$ cat src/rtl/sys_cmd_ctrl.sv
// sys_cmd_ctrl: REF_CLK-domain command engine. Decodes RX byte frames into
// register-file and ALU strobes, queues read/ALU result bytes and drains
// them to the UART TX path under a TX_BUSY handshake.
module sys_cmd_ctrl #(
  parameter int DATA_WIDTH    = 8,
  parameter int ADDRESS_WIDTH = 4,
  parameter int ALU_FUN_WIDTH = 4,
  parameter int ALU_OUT_WIDTH = 16,
  parameter int TXQ_DEPTH     = 4
) (
  input  logic                     CLK,
  input  logic                     RST,
  input  logic [DATA_WIDTH-1:0]    RX_P_DATA,
  input  logic                     RX_D_VLD,
  input  logic                     TX_BUSY,
  input  logic [DATA_WIDTH-1:0]    RdData,
  input  logic                     RdData_Valid,
  input  logic [ALU_OUT_WIDTH-1:0] ALU_OUT,
  input  logic                     ALU_OUT_VALID,
  output logic                     WrEn,
  output logic                     RdEn,
  output logic [ADDRESS_WIDTH-1:0] Address,
  output logic [DATA_WIDTH-1:0]    WrData,
  output logic                     ALU_EN,
  output logic [ALU_FUN_WIDTH-1:0] ALU_FUN,
  output logic                     CLK_EN,
  output logic [DATA_WIDTH-1:0]    TX_P_DATA,
  output logic                     TX_D_VLD,
  output logic                     CMD_ERR
);

  localparam int NB = ALU_OUT_WIDTH / DATA_WIDTH;
  localparam int PW = (TXQ_DEPTH > 1) ? $clog2(TXQ_DEPTH) : 1;
  localparam int CW = $clog2(TXQ_DEPTH + 1);
  localparam int BW = (NB > 1) ? $clog2(NB) : 1;

  localparam logic [DATA_WIDTH-1:0] OP_WR   = DATA_WIDTH'(8'hAA);
  localparam logic [DATA_WIDTH-1:0] OP_RD   = DATA_WIDTH'(8'hBB);
  localparam logic [DATA_WIDTH-1:0] OP_ALU  = DATA_WIDTH'(8'hCC);
  localparam logic [DATA_WIDTH-1:0] OP_ALUN = DATA_WIDTH'(8'hDD);

  localparam logic [CW-1:0] DEPTH_C  = CW'(TXQ_DEPTH);
  localparam logic [CW-1:0] NB_ROOM  = CW'(TXQ_DEPTH - NB);
  localparam logic [BW-1:0] LAST_IDX = BW'(NB - 1);

  typedef enum logic [3:0] {
    IDLE, W_ADDR, W_DATA, R_ADDR, R_SPACE, R_WAIT,
    A_OPA, A_OPB, A_FUN, A_SPACE, A_WAIT
  } cmd_state_t;

  typedef enum logic [1:0] {TX_IDLE, TX_WBUSY, TX_WDONE} tx_state_t;

  cmd_state_t state, state_nxt;
  tx_state_t  tx_state, tx_state_nxt;

  logic [ADDRESS_WIDTH-1:0] tgt_addr, tgt_addr_d;
  logic [ALU_OUT_WIDTH-1:0] res, res_d;
  logic [BW-1:0]            idx, idx_d;

  logic                     wr_en_d, rd_en_d, alu_en_d, clk_en_d, cmd_err_d;
  logic [ADDRESS_WIDTH-1:0] address_d;
  logic [DATA_WIDTH-1:0]    wr_data_d;
  logic [ALU_FUN_WIDTH-1:0] alu_fun_d;

  logic [DATA_WIDTH-1:0]    q_mem [TXQ_DEPTH];
  logic [PW-1:0]            wr_ptr, rd_ptr;
  logic [CW-1:0]            q_count;
  logic                     push, push_ok, pop;
  logic [DATA_WIDTH-1:0]    push_data;
  logic                     q_full, q_empty, room_one, room_nb;

  assign q_full   = (q_count == DEPTH_C);
  assign q_empty  = (q_count == '0);
  assign room_one = !q_full;
  assign room_nb  = (q_count <= NB_ROOM);
  assign push_ok  = push && !q_full;

  // Command FSM state register
  always_ff @(posedge CLK or negedge RST) begin
    if (!RST) state <= IDLE;
    else      state <= state_nxt;
  end

  // Command FSM next-state: byte edges advance on RX_D_VLD, space/wait states on queue room or returns
  always_comb begin
    state_nxt = state;
    case (state)
      IDLE: begin
        if (RX_D_VLD) begin
          if      (RX_P_DATA == OP_WR)   state_nxt = W_ADDR;
          else if (RX_P_DATA == OP_RD)   state_nxt = R_ADDR;
          else if (RX_P_DATA == OP_ALU)  state_nxt = A_OPA;
          else if (RX_P_DATA == OP_ALUN) state_nxt = A_FUN;
        end
      end
      W_ADDR:  if (RX_D_VLD)     state_nxt = W_DATA;
      W_DATA:  if (RX_D_VLD)     state_nxt = IDLE;
      R_ADDR:  if (RX_D_VLD)     state_nxt = R_SPACE;
      R_SPACE: if (room_one)     state_nxt = R_WAIT;
      R_WAIT:  if (RdData_Valid) state_nxt = IDLE;
      A_OPA:   if (RX_D_VLD)     state_nxt = A_OPB;
      A_OPB:   if (RX_D_VLD)     state_nxt = A_FUN;
      A_FUN:   if (RX_D_VLD)     state_nxt = A_SPACE;
      A_SPACE: if (room_nb)      state_nxt = A_WAIT;
      A_WAIT: begin
        if (idx == '0) begin
          if (ALU_OUT_VALID && (NB == 1)) state_nxt = IDLE;
        end else if (idx == LAST_IDX) begin
          state_nxt = IDLE;
        end
      end
      default: state_nxt = IDLE;
    endcase
  end

  // Command FSM outputs: next values of the registered strobes plus queue pushes
  always_comb begin
    wr_en_d    = 1'b0;
    rd_en_d    = 1'b0;
    alu_en_d   = 1'b0;
    cmd_err_d  = 1'b0;
    address_d  = Address;
    wr_data_d  = WrData;
    alu_fun_d  = ALU_FUN;
    tgt_addr_d = tgt_addr;
    res_d      = res;
    idx_d      = idx;
    push       = 1'b0;
    push_data  = '0;
    case (state)
      IDLE: begin
        if (RX_D_VLD && !(RX_P_DATA inside {OP_WR, OP_RD, OP_ALU, OP_ALUN}))
          cmd_err_d = 1'b1;
      end
      W_ADDR, R_ADDR: begin
        if (RX_D_VLD) tgt_addr_d = RX_P_DATA[ADDRESS_WIDTH-1:0];
      end
      W_DATA: begin
        if (RX_D_VLD) begin
          wr_en_d   = 1'b1;
          address_d = tgt_addr;
          wr_data_d = RX_P_DATA;
        end
      end
      A_OPA: begin
        if (RX_D_VLD) begin
          wr_en_d   = 1'b1;
          address_d = '0;
          wr_data_d = RX_P_DATA;
        end
      end
      A_OPB: begin
        if (RX_D_VLD) begin
          wr_en_d   = 1'b1;
          address_d = ADDRESS_WIDTH'(1);
          wr_data_d = RX_P_DATA;
        end
      end
      A_FUN: begin
        idx_d = '0;
        if (RX_D_VLD) alu_fun_d = RX_P_DATA[ALU_FUN_WIDTH-1:0];
      end
      R_SPACE: begin
        cmd_err_d = RX_D_VLD;
        if (room_one) begin
          rd_en_d   = 1'b1;
          address_d = tgt_addr;
        end
      end
      R_WAIT: begin
        cmd_err_d = RX_D_VLD;
        if (RdData_Valid) begin
          push      = 1'b1;
          push_data = RdData;
        end
      end
      A_SPACE: begin
        cmd_err_d = RX_D_VLD;
        if (room_nb) alu_en_d = 1'b1;
      end
      A_WAIT: begin
        cmd_err_d = RX_D_VLD;
        // idx==0 waits for the result; the low byte goes straight from ALU_OUT,
        // higher bytes come from the captured copy on the following cycles.
        if (idx == '0) begin
          if (ALU_OUT_VALID) begin
            push      = 1'b1;
            push_data = ALU_OUT[DATA_WIDTH-1:0];
            res_d     = ALU_OUT;
            if (NB > 1) idx_d = BW'(1);
          end
        end else begin
          push      = 1'b1;
          push_data = DATA_WIDTH'(res >> (int'(idx) * DATA_WIDTH));
          idx_d     = (idx == LAST_IDX) ? '0 : idx + BW'(1);
        end
      end
      default: ;
    endcase
    // Gate stays open from A_SPACE entry through the cycle the result is seen
    clk_en_d = (state_nxt == A_SPACE) || ((state_nxt == A_WAIT) && (idx_d == '0));
  end

  // Registered strobes, held fields and command datapath
  always_ff @(posedge CLK or negedge RST) begin
    if (!RST) begin
      WrEn     <= 1'b0;
      RdEn     <= 1'b0;
      ALU_EN   <= 1'b0;
      CLK_EN   <= 1'b0;
      CMD_ERR  <= 1'b0;
      Address  <= '0;
      WrData   <= '0;
      ALU_FUN  <= '0;
      tgt_addr <= '0;
      res      <= '0;
      idx      <= '0;
    end else begin
      WrEn     <= wr_en_d;
      RdEn     <= rd_en_d;
      ALU_EN   <= alu_en_d;
      CLK_EN   <= clk_en_d;
      CMD_ERR  <= cmd_err_d;
      Address  <= address_d;
      WrData   <= wr_data_d;
      ALU_FUN  <= alu_fun_d;
      tgt_addr <= tgt_addr_d;
      res      <= res_d;
      idx      <= idx_d;
    end
  end

  // Response queue storage
  always_ff @(posedge CLK) begin
    if (push_ok) q_mem[wr_ptr] <= push_data;
  end

  // Response queue pointers and occupancy
  always_ff @(posedge CLK or negedge RST) begin
    if (!RST) begin
      wr_ptr  <= '0;
      rd_ptr  <= '0;
      q_count <= '0;
    end else begin
      if (push_ok) wr_ptr <= wr_ptr + PW'(1);
      if (pop)     rd_ptr <= rd_ptr + PW'(1);
      case ({push_ok, pop})
        2'b10:   q_count <= q_count + CW'(1);
        2'b01:   q_count <= q_count - CW'(1);
        default: q_count <= q_count;
      endcase
    end
  end

  // Drain FSM state register
  always_ff @(posedge CLK or negedge RST) begin
    if (!RST) tx_state <= TX_IDLE;
    else      tx_state <= tx_state_nxt;
  end

  // Drain FSM next-state: one byte per TX_BUSY rise/fall cycle
  always_comb begin
    tx_state_nxt = tx_state;
    case (tx_state)
      TX_IDLE:  if (!q_empty && !TX_BUSY) tx_state_nxt = TX_WBUSY;
      TX_WBUSY: if (TX_BUSY)              tx_state_nxt = TX_WDONE;
      TX_WDONE: if (!TX_BUSY)             tx_state_nxt = TX_IDLE;
      default:                            tx_state_nxt = TX_IDLE;
    endcase
  end

  // Drain FSM outputs: present head byte and pop in the launch cycle
  always_comb begin
    TX_D_VLD  = 1'b0;
    TX_P_DATA = '0;
    pop       = 1'b0;
    if ((tx_state == TX_IDLE) && !q_empty && !TX_BUSY) begin
      TX_D_VLD  = 1'b1;
      TX_P_DATA = q_mem[rd_ptr];
      pop       = 1'b1;
    end
  end

endmodule

$ cat config.mk
export PLATFORM = sky130hd
export DESIGN_NAME = sys_cmd_ctrl
export DESIGN_NICKNAME = d
export VERILOG_FILES = /design/src/rtl/sys_cmd_ctrl.sv
export SDC_FILE = /design/constraint.sdc
export NUM_CORES = 1
export LEC_CHECK = 0
export BUFFER_PORTS_ARGS = -buffer_cell sky130_fd_sc_hd__buf_4
export CAP_MARGIN = 25
export CORE_ASPECT_RATIO = 0.7
export CORE_MARGIN = 5
export CORE_UTILIZATION = 45
export DETAILED_ROUTE_END_ITERATION = 7
export PLACE_DENSITY = 0.67
export REMOVE_ABC_BUFFERS = 1
export SYNTH_ARGS = -nofsm -noshare
export SYNTH_HDL_FRONTEND = slang
export SYNTH_SLANG_ARGS = --single-unit
export TNS_END_PERCENT = 100
$ cat constraint.sdc
create_clock -name CLK -period 2.3 [get_ports CLK]
set_input_delay 0.23 -clock CLK [delete_from_list [all_inputs] [get_ports CLK]]
set_output_delay 0.23 -clock CLK [all_outputs]
set_load 0.02 [all_outputs]
Yosys cells after proc, flatten, opt, wreduce, memory -nomap -nowiden
Memories as Yosys holds them, arrays and structs flattened.
Index checks and enable logic that the tools add are counted.
{"block": "word_totals", "reg_bits": 55, "ramBits": 32, "input_bits": 38, "out_inout_bits": 30, "elab_cells": 127, "n_memories": 1}
{"block": "op_classes", "n_addsub": 4, "magnitude_cmp": 1, "n_eq_ne": 28, "n_shift": 1, "n_mux": 48, "bitwise_logic": 2, "n_reduce_logical": 26}
{"memory": "q_mem", "depth": 4, "word_bits": 8, "rd": 1, "rd_clocked_by_memory_dff": 0, "wr": 1, "line": "65", "rtl": "logic [DATA_WIDTH-1:0] q_mem [TXQ_DEPTH];"}
{"operator": "two-way mux 4 bit", "count": 19}
{"operator": "one-hot mux 4 bit (11 select lines)", "count": 1}
{"operator": "equality test 8 bit, second input constant", "count": 4}
{"operator": "two-way mux 8 bit", "count": 4}
{"operator": "equality test 4 bit, second input constant", "count": 5}
{"operator": "equality test 4 x 3 -> 1 bit, second input constant", "count": 4}
{"operator": "one-hot mux 4 bit (4 select lines)", "count": 1}
{"operator": "one-hot mux 8 bit (2 select lines)", "count": 1}
{"operator": "right shift 16 x 4 -> 8 bit", "count": 1}
{"operator": "two-way mux 1 bit", "count": 14}
{"operator": "inequality test 2 bit, second input constant", "count": 7}
{"operator": "equality test 4 x 2 -> 1 bit, second input constant", "count": 2}
{"operator": "nonzero test 4 bit", "count": 2}
{"operator": "logical AND 1 bit", "count": 6}
{"operator": "two-way mux 2 bit", "count": 3}
{"operator": "one-hot mux 1 bit (2 select lines)", "count": 3}
{"operator": "one-hot mux 2 bit (3 select lines)", "count": 1}
{"operator": "one-hot mux 3 bit (2 select lines)", "count": 1}
{"operator": "AND reduction 2 bit", "count": 3}
{"operator": "AND reduction 3 bit", "count": 2}
{"operator": "AND reduction 5 bit", "count": 1}
{"operator": "adder 2 x 1 -> 2 bit, second input constant", "count": 2}
{"operator": "equality test 2 x 1 -> 1 bit, second input constant", "count": 2}
{"operator": "equality test 2 bit, second input constant", "count": 2}
{"operator": "15 further kinds", "count": 19}

Logic depth before layout (Yosys ltp)
Gate-level depths: netlist of run 1.
{"block": "logic_depth", "ltp_word": 10, "ltp_mapped": 13}

Least setup slack after synthesis of run 1
No wires, ideal clock.
{"block": "synth_path", "kind": "register to register", "from": "register q_count[0]", "to": "register q_count[2]", "setup_ns": 0.079, "arrival_time_ns": 2.192, "t_required_ns": 2.221, "setup_slack_ns": 0.029, "stages_incl_launch_ff": 10, "path_buffers": 1, "period_less_slack_ns": 2.271, "path_cell_list": "dfrtp_1 > nor3_1 > nor4_1 > clkbuf_1 > ha_1 > inv_1 > fa_1 > xor2_1 > nor2_1 > xor2_1"}
{"block": "synth_via", "elab_chain_len": 7}
{"item": "from (decl)", "line": "67", "rtl": "logic [CW-1:0] q_count;"}
{"item": "from (signal assigned)", "line": "248", "rtl": "2'b10: q_count <= q_count + CW'(1);"}
{"item": "from (signal assigned)", "line": "249", "rtl": "2'b01: q_count <= q_count - CW'(1);"}
{"item": "from (signal assigned)", "line": "250", "rtl": "default: q_count <= q_count;"}
{"item": "logical NOT 3 bit (*)", "line": "73", "rtl": "assign q_empty = (q_count == '0);"}
{"item": "logical NOT 1 bit (*)", "line": "277", "rtl": "if ((tx_state == TX_IDLE) && !q_empty && !TX_BUSY) begin"}
{"item": "logical AND 1 bit (*) (2 in series)", "line": "277"}
{"item": "two-way mux 1 bit (*)"}
{"item": "named net TX_D_VLD", "line": "28", "rtl": "output logic TX_D_VLD,"}
{"item": "equality test 2 x 1 -> 1 bit / equality test 2 bit (equally long branches)", "line": "247", "rtl": "case ({push_ok, pop})"}
{"item": "one-hot mux 3 bit (2 select lines) / nonzero test 2 bit (equally long branches)"}
The timed path passes the listed nets; every way through them passes the cells marked *.
A chain may end at the register's enable or synchronous reset.

Worst setup path in the final report of run 1
{"block": "layout_path", "from": "register state[2]", "to": "register q_count[2]"}
{"block": "layout_via", "elab_chain_len": 5}
{"item": "from (decl)", "line": "53", "rtl": "cmd_state_t state, state_nxt;"}
{"item": "from (signal assigned)", "line": "81", "rtl": "else state <= state_nxt;"}
{"item": "equality test 4 bit / equality test 4 x 3 -> 1 bit (equally long branches)", "line": "130", "rtl": "case (state)"}
{"item": "one-hot mux 1 bit (2 select lines) (*)", "line": "130"}
{"item": "logical AND 1 bit (*)", "line": "76", "rtl": "assign push_ok = push && !q_full;"}
{"item": "equality test 2 x 1 -> 1 bit / equality test 2 bit (equally long branches)", "line": "247"}
{"item": "one-hot mux 3 bit (2 select lines) / nonzero test 2 bit (equally long branches)"}
Every way passes the cells marked *; elsewhere a longest branch is shown, timed or not.

==> metrics.md, run 1 <==
| Metric | Value |
|---|---|
| TritonCTS Sinks | about 80 |
| Nature of the critical path startpoint | flip-flop |
| Number of setup violations in the final report | 0 |
| Unique masters post-synth | 58 |
| Die Outline Area | ~10000 um^2 |
| Total Power Consumption | around 5.5 mW |
| Worst-margin pin slew | 0.611 ns |
| Number of buffers inserted during clock tree synthesis | 9 |
| Net switching power figure | roughly 1.9 mW |
| Aggregate routed wire length | between 8000 and 9000 um |
| Final routed wire length divided by cell count | roughly 17 um |
| Cell-by-cell listing of the critical path | nand2b_2, nor3_4, o21ai_2, a21oi_4, inv_1, ha_1, inv_1, fa_1, xor2_1, nor2_1, xor2_1 |
| Number of global-route vias before repair | 2671 |
| Clk network pwr share | 0.262 |
| Number of buffers on the longest clock path | 2 |
| Port Buffer Count | 67 |
| Highest attainable clock frequency | between 400 and 500 MHz |
| Floorplan core area | 8300 um^2 |
| Sequential-to-total area share from yosys stat | 0.566 |
| CTS Root Buffer Type | clkbuf_16 |
| Static leakage | approximately 2.1 nW |
| Total number of H-tree levels | 3 |
| DPL Wire Length | just over 6000 um |
| Warnings from Yosys | 0 |
| Commonest register cell after synthesis | dfrtp_1 |
| Chip Height | about 87 um |
| Area grow syn2layout | 25.5% |
| Number of endpoints with negative hold slack in the final report | 0 |
| Max-capacitance violation count | 0 |
| Power per unit of standard cell area | between 1000 and 1500 nW/um^2 |
| Final Cycle Share | 0.912 |
| Slew Limit Fails | 0 |
| Commonest cells after routing, fill and taps aside | buf_4 (81), nand2_1 (63), dfrtp_1 (46) |
| Slew Limit Headroom | 0.593 |
| Delay of the slowest cell on the worst path | a little under 0.4 ns |
| Result of the run | complete, no violations |
| Max Clock Skew | roughly 0.011 ns |
| Worst IR Drop VDD | around 650 uV |
| Maximum number of pins on one net before global-route repair | 48 |
| Initial DRC Count | between 150 and 200 |
| Count of unresolved DRC violations after routing | 0 |
| Routability congestion estimate from global placement | 0.897 |
| Wire length of the first global-routing pass | about 14000 um |
| Overall via count from detail_route | approximately 2600 |
| Site Rows | 28 |
| Area of the mapped netlist | around 3800 um^2 |
| Number of flops mapped to enable cells by yosys | 32 |
| Starting utilization of the core area | 0.455 |
| Insertion delay of the later-clocked pin in the worst-skew pair | between 0.3 and 0.4 ns |
| Iteration count of the initial detailed-routing pass | 4 |
| Post-route core utilization | 0.571 |
| Slowest library cell on the worst path | dfrtp_1 |
| Cell internal pwr | 3.60 mW |
| Count of buffering cells on the critical path with inverters included | 2 |
| Fraction of synthesis flops using an asynchronous set or reset pin | 0.595 |
| Post-Syn Instances | approximately 310 |
| Required time worst endpoint | approximately 2.5 ns |
| Net switching fraction of the power | 0.342 |
| TritonCTS clock tree | yes |
| Unrepaired setup endpoints after global routing | false |
| Class of the worst hold path | input pin to flip-flop |
| Worst Path Arrival | 2.30 ns |
| Clock period minus final worst setup slack | ~2.1 ns |
| Combinational group share of total power | 0.361 |
| Number of filler instances in the final layout | ~700 |
| Antenna diode instance count | 0 |
| Ratio of cells with drive above 1 in the final layout | 0.365 |
| Number of nets in the layout | ~430 |
| Register bit total from synthesis | 79 |
| Global-route usage over all layers | 0.176 |
| Via-per-instance ratio | approximately 5.2 |
| X dimension of the die | ~120 um |
| Clock-pin slew on the worst setup and hold paths | 0.06 ns |
| Sequential cell area in the final layout | 2140 um^2 |
| Post-detailed-route count of antenna-violating nets | 0 |
| Kind of end point of the critical path | flip-flop |
| WS Path Type | flip-flop to flip-flop |
| GRT overflow | 0 |
| Leading cell type in the layout, fill and taps excluded | buf_4 |
| Sequential power share | 0.377 |
| Crit path max fanout | 4 |
| Number of antenna violations at the first check in global routing | 0 |
| Area used by multi-input combinational logic | approximately 1500 um^2 |
| Number of placed I/O pins | a little under 70 |
| Synthesized area per cell | 12.1 um^2 |
| Family with the most delay on the worst path | simple AND/OR/NAND/NOR gates |
## Yosys cell counts, drive strengths merged, types with 3 or more instances
master / instances / area [um^2]
edfxtp: 32 / 961
clkbuf: 7 / 33.8
inv: 9 / 36.3
and2: 16 / 103
dfrtp: 47 / 1180
xnor2: 5 / 43.8
xor2: 4 / 35.0
nor3: 8 / 50.1
mux2i: 3 / 30.0
buf: 10 / 75.1
nor2: 14 / 62.6
mux4: 8 / 180
nand2: 63 / 236
nor4: 5 / 37.5
mux2: 17 / 191
nand2b: 3 / 26.3
a21oi: 9 / 56.3
o21ai: 7 / 35.0
nand3: 15 / 80.1
ha: 5 / 62.6
## what timing repair did
item	4_1_cts	5_1_grt
gates resized for setup	0	4
hold endpoints to repair	47	0
endpoints found under the setup margin	0	2
buffers inserted	0	1
hold buffers	1	0
## sequential cells by signal (all words and copies together) (netlist names)
name and count:
idx 1, ALU_FUN 4, Address 4, WrEn 1, q_mem 32, CMD_ERR 1, ALU_EN 1, WrData 8
wr_ptr 2, RdEn 1, q_count 3, rd_ptr 2, tgt_addr 4, state 4, res 8, CLK_EN 1
tx_state 2
## cell type report
class | instances | area share
flip-flops and latches | 79 | 0.451
multi-input cells | 208 | 0.320
repair buffers | 82 | 0.130
clock buffers | 9 | 0.0475
well taps | 105 | 0.0277
clock inverters | 7 | 0.0164
inverters | 9 | 0.00765
## per-layer routing
metal / wire [um] / vias to the layer above / track usage / share of wire
met4: 19 / 0 / 0.0478 / 0.0023
met5: 0 / - / 0 / 0
met3: 545 / 2 / 0.0476 / 0.065
met1: 3970 / 1284 / 0.252 / 0.47
met2: 3910 / 74 / 0.266 / 0.46
li1: - / 1248 / - / -
## final timing paths
kind / depth (start not counted) / endpoint / start / slack, ns
hold reg to reg: 2 / Address[1] / Address[1] / 0.47
max in group asynchronous: 2 / state[3] / RST / 1.40
hold / removal: 2 / tx_state[0] / TX_BUSY / 0.08
min in group asynchronous: 2 / WrData[1] / RST / 0.45
setup / recovery: 11 / q_count[2] / state[2] / 0.20
setup reg to reg: 11 / q_count[2] / state[2] / 0.20
## per-stage QoR
step	instances	setup WS, ns	hold slack [ns]	cell area [um^2]	TNS (ns)
2_1_floorplan	296	-0.693	-0.0656	3670	-1.92
3_3_place_gp	481	0.278	0.282	4410	0
3_5_place_dp	481	0.201	0.288	4410	0
4_1_cts	498	0.183	0.0683	4720	0
5_1_grt	499	0.0218	0.0802	4740	0
6_report	499	0.202	0.0805	4740	0
## cell families after synthesis
family | share of synthesized area
DFF | 0.566
AOI/OAI and AO/OA | 0.0550
xor gates and xnor gates | 0.0209
adders and majority gates | 0.0219
buffers and inverters | 0.0384
and+or+nand+nor | 0.192
muxes | 0.106
## power by group through the flow
stage,Combinational [mW],Clock (mW),Sequential (mW)
final,1.97,1.43,2.06
after global placement,1.94,0,2.07
after CTS,1.98,1.47,2.06
after floorplan,0.983,0,2.30
after detailed placement,1.97,0,2.08
after global routing,2.17,1.54,2.11
No activity file was read; power rests on OpenSTA's default activity.
==> inputs of run 2 (changes only) <==
Settings changed: CORE_UTILIZATION 45 to 50, PLACE_DENSITY 0.67 to 0.73.
==> run 2 against run 1 <==
Worst setup slack lost 0.018 ns. Clock power shrank 28%. Final area shrank 2.5%. Flip-flop and latch count is the same. Power shrank 7.5%. Worst hold slack lost 0.016 ns. Sequential share of layout area grew 1.2 points. Non-clock buffer count is the same. Via count shrank 0.15%. Critical path type unchanged. Clock skew is essentially flat. Utilization grew 6.0 points. Critical path depth is the same.
==> metrics.md, run 2 (synthesized netlist as in run 1, its figures left out) <==
| Metric | Value |
|---|---|
| Number of filler instances in the final layout | ~600 |
| Die Outline Area | approximately 9400 um^2 |
| Number of global-route vias before repair | between 2000 and 3000 |
| Via-per-instance ratio | 5.29 |
| X dimension of the die | between 100 and 150 um |
| Ratio of cells with drive above 1 in the final layout | 0.358 |
| Clock period minus final worst setup slack | around 2.1 ns |
| Final routed wire length divided by cell count | between 15 and 20 um |
| Leading cell type in the layout, fill and taps excluded | buf_4 |
| Number of buffers on the longest clock path | 2 |
| CTS Root Buffer Type | clkbuf_8 |
| Number of buffers inserted during clock tree synthesis | 9 |
| GRT overflow | 0 |
| Count of unresolved DRC violations after routing | 0 |
| Floorplan core area | approximately 7300 um^2 |
| Setup_tns | 0 ns |
| Number of nets in the layout | between 400 and 500 |
| Iteration count of the initial detailed-routing pass | 4 |
| TritonCTS Sinks | 79 |
| Global-route usage over all layers | 0.193 |
| Commonest cells after routing, fill and taps aside | buf_4 (81), nand2_1 (63), dfrtp_1 (45) |
| Registers with the highest flip-flop counts | q_mem (32), WrData (8), res (8) |
| Register ranked first by flip-flop count | q_mem |
| Unrepaired setup endpoints after global routing | false |
| Wire length of the first global-routing pass | roughly 14000 um |
| WS Path Type | flip-flop to flip-flop |
| Nature of the critical path startpoint | flip-flop |
| Aggregate routed wire length | 8280 um |
| Site Rows | 26 |
| Number of setup violations in the final report | 0 |
| Starting utilization of the core area | 0.516 |
| Number of antenna violations at the first check in global routing | 0 |
| Antenna diode instance count | 0 |
| Worst Path Arrival | about 2.4 ns |
| Port Buffer Count | 67 |
| Worst setup slack for register-to-register paths | between 0.15 and 0.2 ns |
| Initial DRC Count | approximately 190 |
| Worst IR Drop VDD | ~600 uV |
| Routability congestion estimate from global placement | roughly 0.95 |
| Maximum number of pins on one net before global-route repair | 48 |
| Insertion delay of the later-clocked pin in the worst-skew pair | between 0.3 and 0.4 ns |
| Max-capacitance violation count | 0 |
| Max Clock Skew | about 0.011 ns |
| Power per unit of standard cell area | between 1000 and 1500 nW/um^2 |
| Final setup margin | 0.185 ns |
| Total number of H-tree levels | 3 |
| Clock-pin slew on the worst setup and hold paths | ~0.08 ns |
| Final Cycle Share | 0.920 |
| Overall via count from detail_route | about 2600 |
| Result of the run | complete, no violations |
| Area used by multi-input combinational logic | about 1500 um^2 |
| Number of placed I/O pins | 68 |
| Static leakage | 2.01 nW |
| Highest attainable clock frequency | 473 MHz |
| TritonCTS clock tree | yes |
| Crit path max fanout | 6 |
| Chip Height | between 80 and 90 um |
| Slew Limit Headroom | 0.588 |
| Required time worst endpoint | 2.56 ns |
| Slew Limit Fails | 0 |
| Number of endpoints with negative hold slack in the final report | 0 |
| Sequential cell area in the final layout | about 2100 um^2 |
| Setup slack after placement | between 0.08 and 0.09 ns |
| Area grow syn2layout | 22.4% |
| Kind of end point of the critical path | flip-flop |
| Worst-margin pin slew | about 0.62 ns |
| DPL Wire Length | slightly above 6000 um |
| Post-detailed-route count of antenna-violating nets | 0 |
| Flip-flop count of the largest register after layout | 32 |
| Class of the worst hold path | input pin to flip-flop |
==> run 2: changes by cell type in the layout (fill, tap and decap cells not counted), sizes merged <==
cell / previous run / this run
clkbuf: 9 / 12
clkinv: 2 / 0
clkinvlp: 0 / 1
inv: 13 / 11
==> run 2: routing by layer <==
metal | GRT usage | vias to the layer above | share of wire
li1 | - | 1248 | -
met1 | 0.279 | 1280 | 0.49
met2 | 0.295 | 72 | 0.46
met3 | 0.0466 | 4 | 0.044
met4 | 0.0546 | 0 | 0.0048
met5 | 0 | - | 0
==> run 2: timing repair <==
item / in CTS / in global routing
hold endpoints to repair: 47 / 0
resized for setup: 0 / 3
hold buffers: 1 / 0
setup endpoints to repair: 0 / 2
buffers inserted: 0 / 2
==> run 2: path summary, 6_finish.rpt <==
path / start / cells past startpoint / to
worst min register to register: res[10] / 2 / res[10]
worst max register to register: state[3] / 11 / q_count[2]
min in group asynchronous: RST / 2 / WrData[2]
worst min-delay path: TX_BUSY / 2 / tx_state[0]
max in group asynchronous: RST / 2 / state[0]
worst max-delay path: state[3] / 11 / q_count[2]
==> run 2: layout make-up <==
| class | count | share of cell area |
|---|---|---|
| flip-flops and latches | 79 | 0.463 |
| multi-input cells | 208 | 0.326 |
| repair buffers | 82 | 0.134 |
| clock buffers | 12 | 0.0314 |
| well taps | 98 | 0.0265 |
| clock inverters | 4 | 0.0114 |
| inverters | 9 | 0.00785 |
==> run 2: per-stage QoR <==
step | std cells | total power, mW | hold slack [ns] | utilization | cell area [um^2]
finish | 492 | 5.05 | 0.0648 | 0.632 | 4620
CTS | 490 | 5.08 | 0.0459 | 0.628 | 4600
global route | 492 | 5.40 | 0.0376 | 0.632 | 4620
detailed placement | 473 | 4.04 | 0.290 | 0.600 | 4390
floorplan | 296 | 3.28 | -0.0656 | - | 3670
global placement | 473 | 3.99 | 0.280 | 0.600 | 4390
==> run 2: power breakdown <==
| part | internal [mW] | switching, mW | leakage (nW) | total (mW) |
|---|---|---|---|---|
| clock | 0.537 | 0.497 | 0.0975 | 1.03 |
| combinational | 0.946 | 1.01 | 1.05 | 1.95 |
| sequential | 1.79 | 0.277 | 0.868 | 2.07 |
| total | 3.27 | 1.78 | 2.01 | 5.05 |
==> run 2: critical path: stages (launching register included) <==
cell and delay (ns):
dfrtp_2 0.45, nand2b_1 0.21, nor3_4 0.07, o21ai_1 0.14, a21oi_4 0.09, inv_1 0.06, ha_1 0.17, inv_1 0.06
fa_1 0.38, xor2_1 0.15, nor2_1 0.11, xor2_1 0.15
==> inputs of run 3 (changes only) <==
Settings changed: PLACE_DENSITY 0.73 to 0.8.
==> run 3 against run 2 <==
Power fell by 1.4%. Fmax is 0.66% lower. First-iteration DRC count increased by 12%. Worst setup slack got worse by 0.014 ns. Sequential power about the same. Critical path depth is the same. Global-route usage is 0.56 points lower. Critical path type unchanged. Worst hold slack worse by 0.015 ns. Die area stayed put.
==> metrics.md, run 3 (synthesized netlist as in run 1, its figures left out) <==
| Metric | Value |
|---|---|
| Power per unit of standard cell area | around 1100 nW/um^2 |
| Insertion delay of the later-clocked pin in the worst-skew pair | approximately 0.36 ns |
| Number of endpoints with negative hold slack in the final report | 0 |
| Wire length of the first global-routing pass | between 10000 and 15000 um |
| Count of unresolved DRC violations after routing | 0 |
| Registers with the highest flip-flop counts | q_mem (32), WrData (8), res (8) |
| DPL Wire Length | slightly below 6000 um |
| TritonCTS Sinks | between 70 and 80 |
| Starting utilization of the core area | 0.516 |
| GRT overflow | 0 |
| Area used by multi-input combinational logic | 1510 um^2 |
| Register ranked first by flip-flop count | q_mem |
| Static leakage | around 2 nW |
| Number of setup violations in the final report | 0 |
| Worst setup path start | state[2] |
| End of the critical path | q_count[2] |
| Port Buffer Count | 67 |
| Clock-pin slew on the worst setup and hold paths | approximately 0.08 ns |
| Total number of H-tree levels | 3 |
| Crit path max fanout | 5 |
| Aggregate routed wire length | slightly above 8000 um |
| Initial DRC Count | approximately 220 |
| Maximum number of pins on one net before global-route repair | between 40 and 50 |
| Nature of the critical path startpoint | flip-flop |
| Worst-margin pin slew | 0.587 ns |
| Number of nets in the layout | roughly 430 |
| Max-capacitance violation count | 0 |
| Routability congestion estimate from global placement | between 0.9 and 1 |
| Final routed wire length divided by cell count | roughly 17 um |
| Number of global-route vias before repair | about 2600 |
| Slew Limit Headroom | 0.608 |
| Number of buffers inserted during clock tree synthesis | 9 |
| Die Outline Area | about 9400 um^2 |
| Sequential cell area in the final layout | approximately 2100 um^2 |
| TritonCTS clock tree | yes |
| Total number of cells along the worst setup path | 11 |
| Class of the worst hold path | input pin to flip-flop |
| Cell-by-cell listing of the critical path | nand2b_1, nor3_4, o21ai_1, a21oi_4, inv_1, ha_1, inv_1, fa_1, xor2_1, nor2_1, xor2_1 |
| Required time worst endpoint | 2.54 ns |
| Number of placed cells counting well taps | approximately 470 |
| Highest attainable clock frequency | 470 MHz |
| CTS Root Buffer Type | clkbuf_8 |
| Kind of end point of the critical path | flip-flop |
| X dimension of the die | approximately 110 um |
| Non-Filler Instances | just under 500 |
| Chip Height | approximately 83 um |
| Post-detailed-route count of antenna-violating nets | 0 |
| Number of buffers on the longest clock path | 2 |
| Family with the most delay on the worst path | simple AND/OR/NAND/NOR gates |
| Max Clock Skew | roughly 0.012 ns |
| WS Path Type | flip-flop to flip-flop |
| R2r endpoint | q_count[2] |
| Number of placed I/O pins | 68 |
| Iteration count of the initial detailed-routing pass | 5 |
| Ratio of cells with drive above 1 in the final layout | 0.358 |
| Number of antenna violations at the first check in global routing | 0 |
| Setup_tns | 0 ns |
| Count of buffering cells on the critical path with inverters included | 2 |
| Result of the run | complete, no violations |
| Site Rows | 26 |
| Slowest library cell on the worst path | dfrtp_1 |
| Antenna diode instance count | 0 |
| Floorplan core area | roughly 7300 um^2 |
| Startpoint of the worst register-to-register path | state[2] |
| Post-route core utilization | 0.629 |
| Worst setup slack for register-to-register paths | roughly 0.17 ns |
| Logic depth of the worst register-to-register path | 11 |
| Final Cycle Share | 0.926 |
| Area grow syn2layout | 21.9% |
| Worst IR Drop VDD | roughly 760 uV |
| Global-route usage over all layers | 0.188 |
| Worst Path Arrival | 2.37 ns |
| Via-per-instance ratio | ~5.3 |
| Number of filler instances in the final layout | roughly 570 |
| Commonest cells after routing, fill and taps aside | buf_4 (81), nand2_1 (63), dfrtp_1 (46) |
| Slew Limit Fails | 0 |
| Leading cell type in the layout, fill and taps excluded | buf_4 |
| Flip-flop count of the largest register after layout | 32 |
| Clock period minus final worst setup slack | roughly 2.1 ns |
| Delay of the slowest cell on the worst path | 0.41 ns |
| Overall via count from detail_route | between 2000 and 3000 |
-- run 3: layout make-up --
type	instances	share of cell area
Sequential cell	79	0.464
Multi-Input combinational cell	208	0.328
Timing Repair Buffer	82	0.134
Clock buffer	9	0.0269
Tap cell	98	0.0266
Clock inverter	7	0.0122
Inverter	9	0.00788
-- run 3: what timing repair did --
item | in CTS | in global routing
resized for setup | 0 | 2
setup endpoints to repair | 0 | 2
hold buffers | 1 | 0
buffers inserted | 0 | 2
hold endpoints to repair | 47 | 0
-- run 3: worst min path at each step --
stage / start / end / slack [ns] / cells past startpoint
floorplan: RST / ALU_EN / -0.07 / 0
global placement: RST / WrData[3] / 0.28 / 1
detailed placement: RST / WrData[1] / 0.27 / 1
CTS: TX_BUSY / tx_state[0] / 0.04 / 2
global route: TX_BUSY / tx_state[0] / 0.05 / 2
finish: TX_BUSY / tx_state[0] / 0.05 / 2
-- run 3: per-stage QoR --
step / worst slack (ns) / power [mW] / area (um^2) / hold slack [ns]
2_1_floorplan: -0.693 / 3.28 / 3670 / -0.0656
3_3_place_gp: 0.179 / 3.98 / 4390 / 0.276
3_5_place_dp: 0.0949 / 4.04 / 4390 / 0.274
4_1_cts: 0.0860 / 5.00 / 4580 / 0.0360
5_1_grt: -0.00991 / 5.28 / 4600 / 0.0490
6_report: 0.171 / 4.98 / 4600 / 0.0494
-- run 3: worst register-to-register path, cell delays in order, from the launching register on --
cell and delay [ns]:
dfrtp_1 0.41, nand2b_1 0.24, nor3_4 0.18, o21ai_1 0.13, a21oi_4 0.18, inv_1 0.07
ha_1 0.20, inv_1 0.08, fa_1 0.18, xor2_1 0.16, nor2_1 0.06, xor2_1 0.13
-- run 3: report_power, final --
| part | total (mW) | switching [mW] | internal, mW | leakage (nW) |
|---|---|---|---|---|
| registers | 2.07 | 0.277 | 1.79 | 0.870 |
| logic | 1.97 | 1.02 | 0.950 | 1.05 |
| clock network | 0.946 | 0.541 | 0.404 | 0.0858 |
-- run 3: routing by layer --
metal  global-route usage  wire length (um)  share of wire  vias up
met3               0.0503               654          0.079        8
met4               0.0558                62         0.0075        0
met5                    0                 0              0        -
met1                0.265              3810           0.46     1264
met2                0.288              3740           0.45       99
li1                     -                 -              -     1249
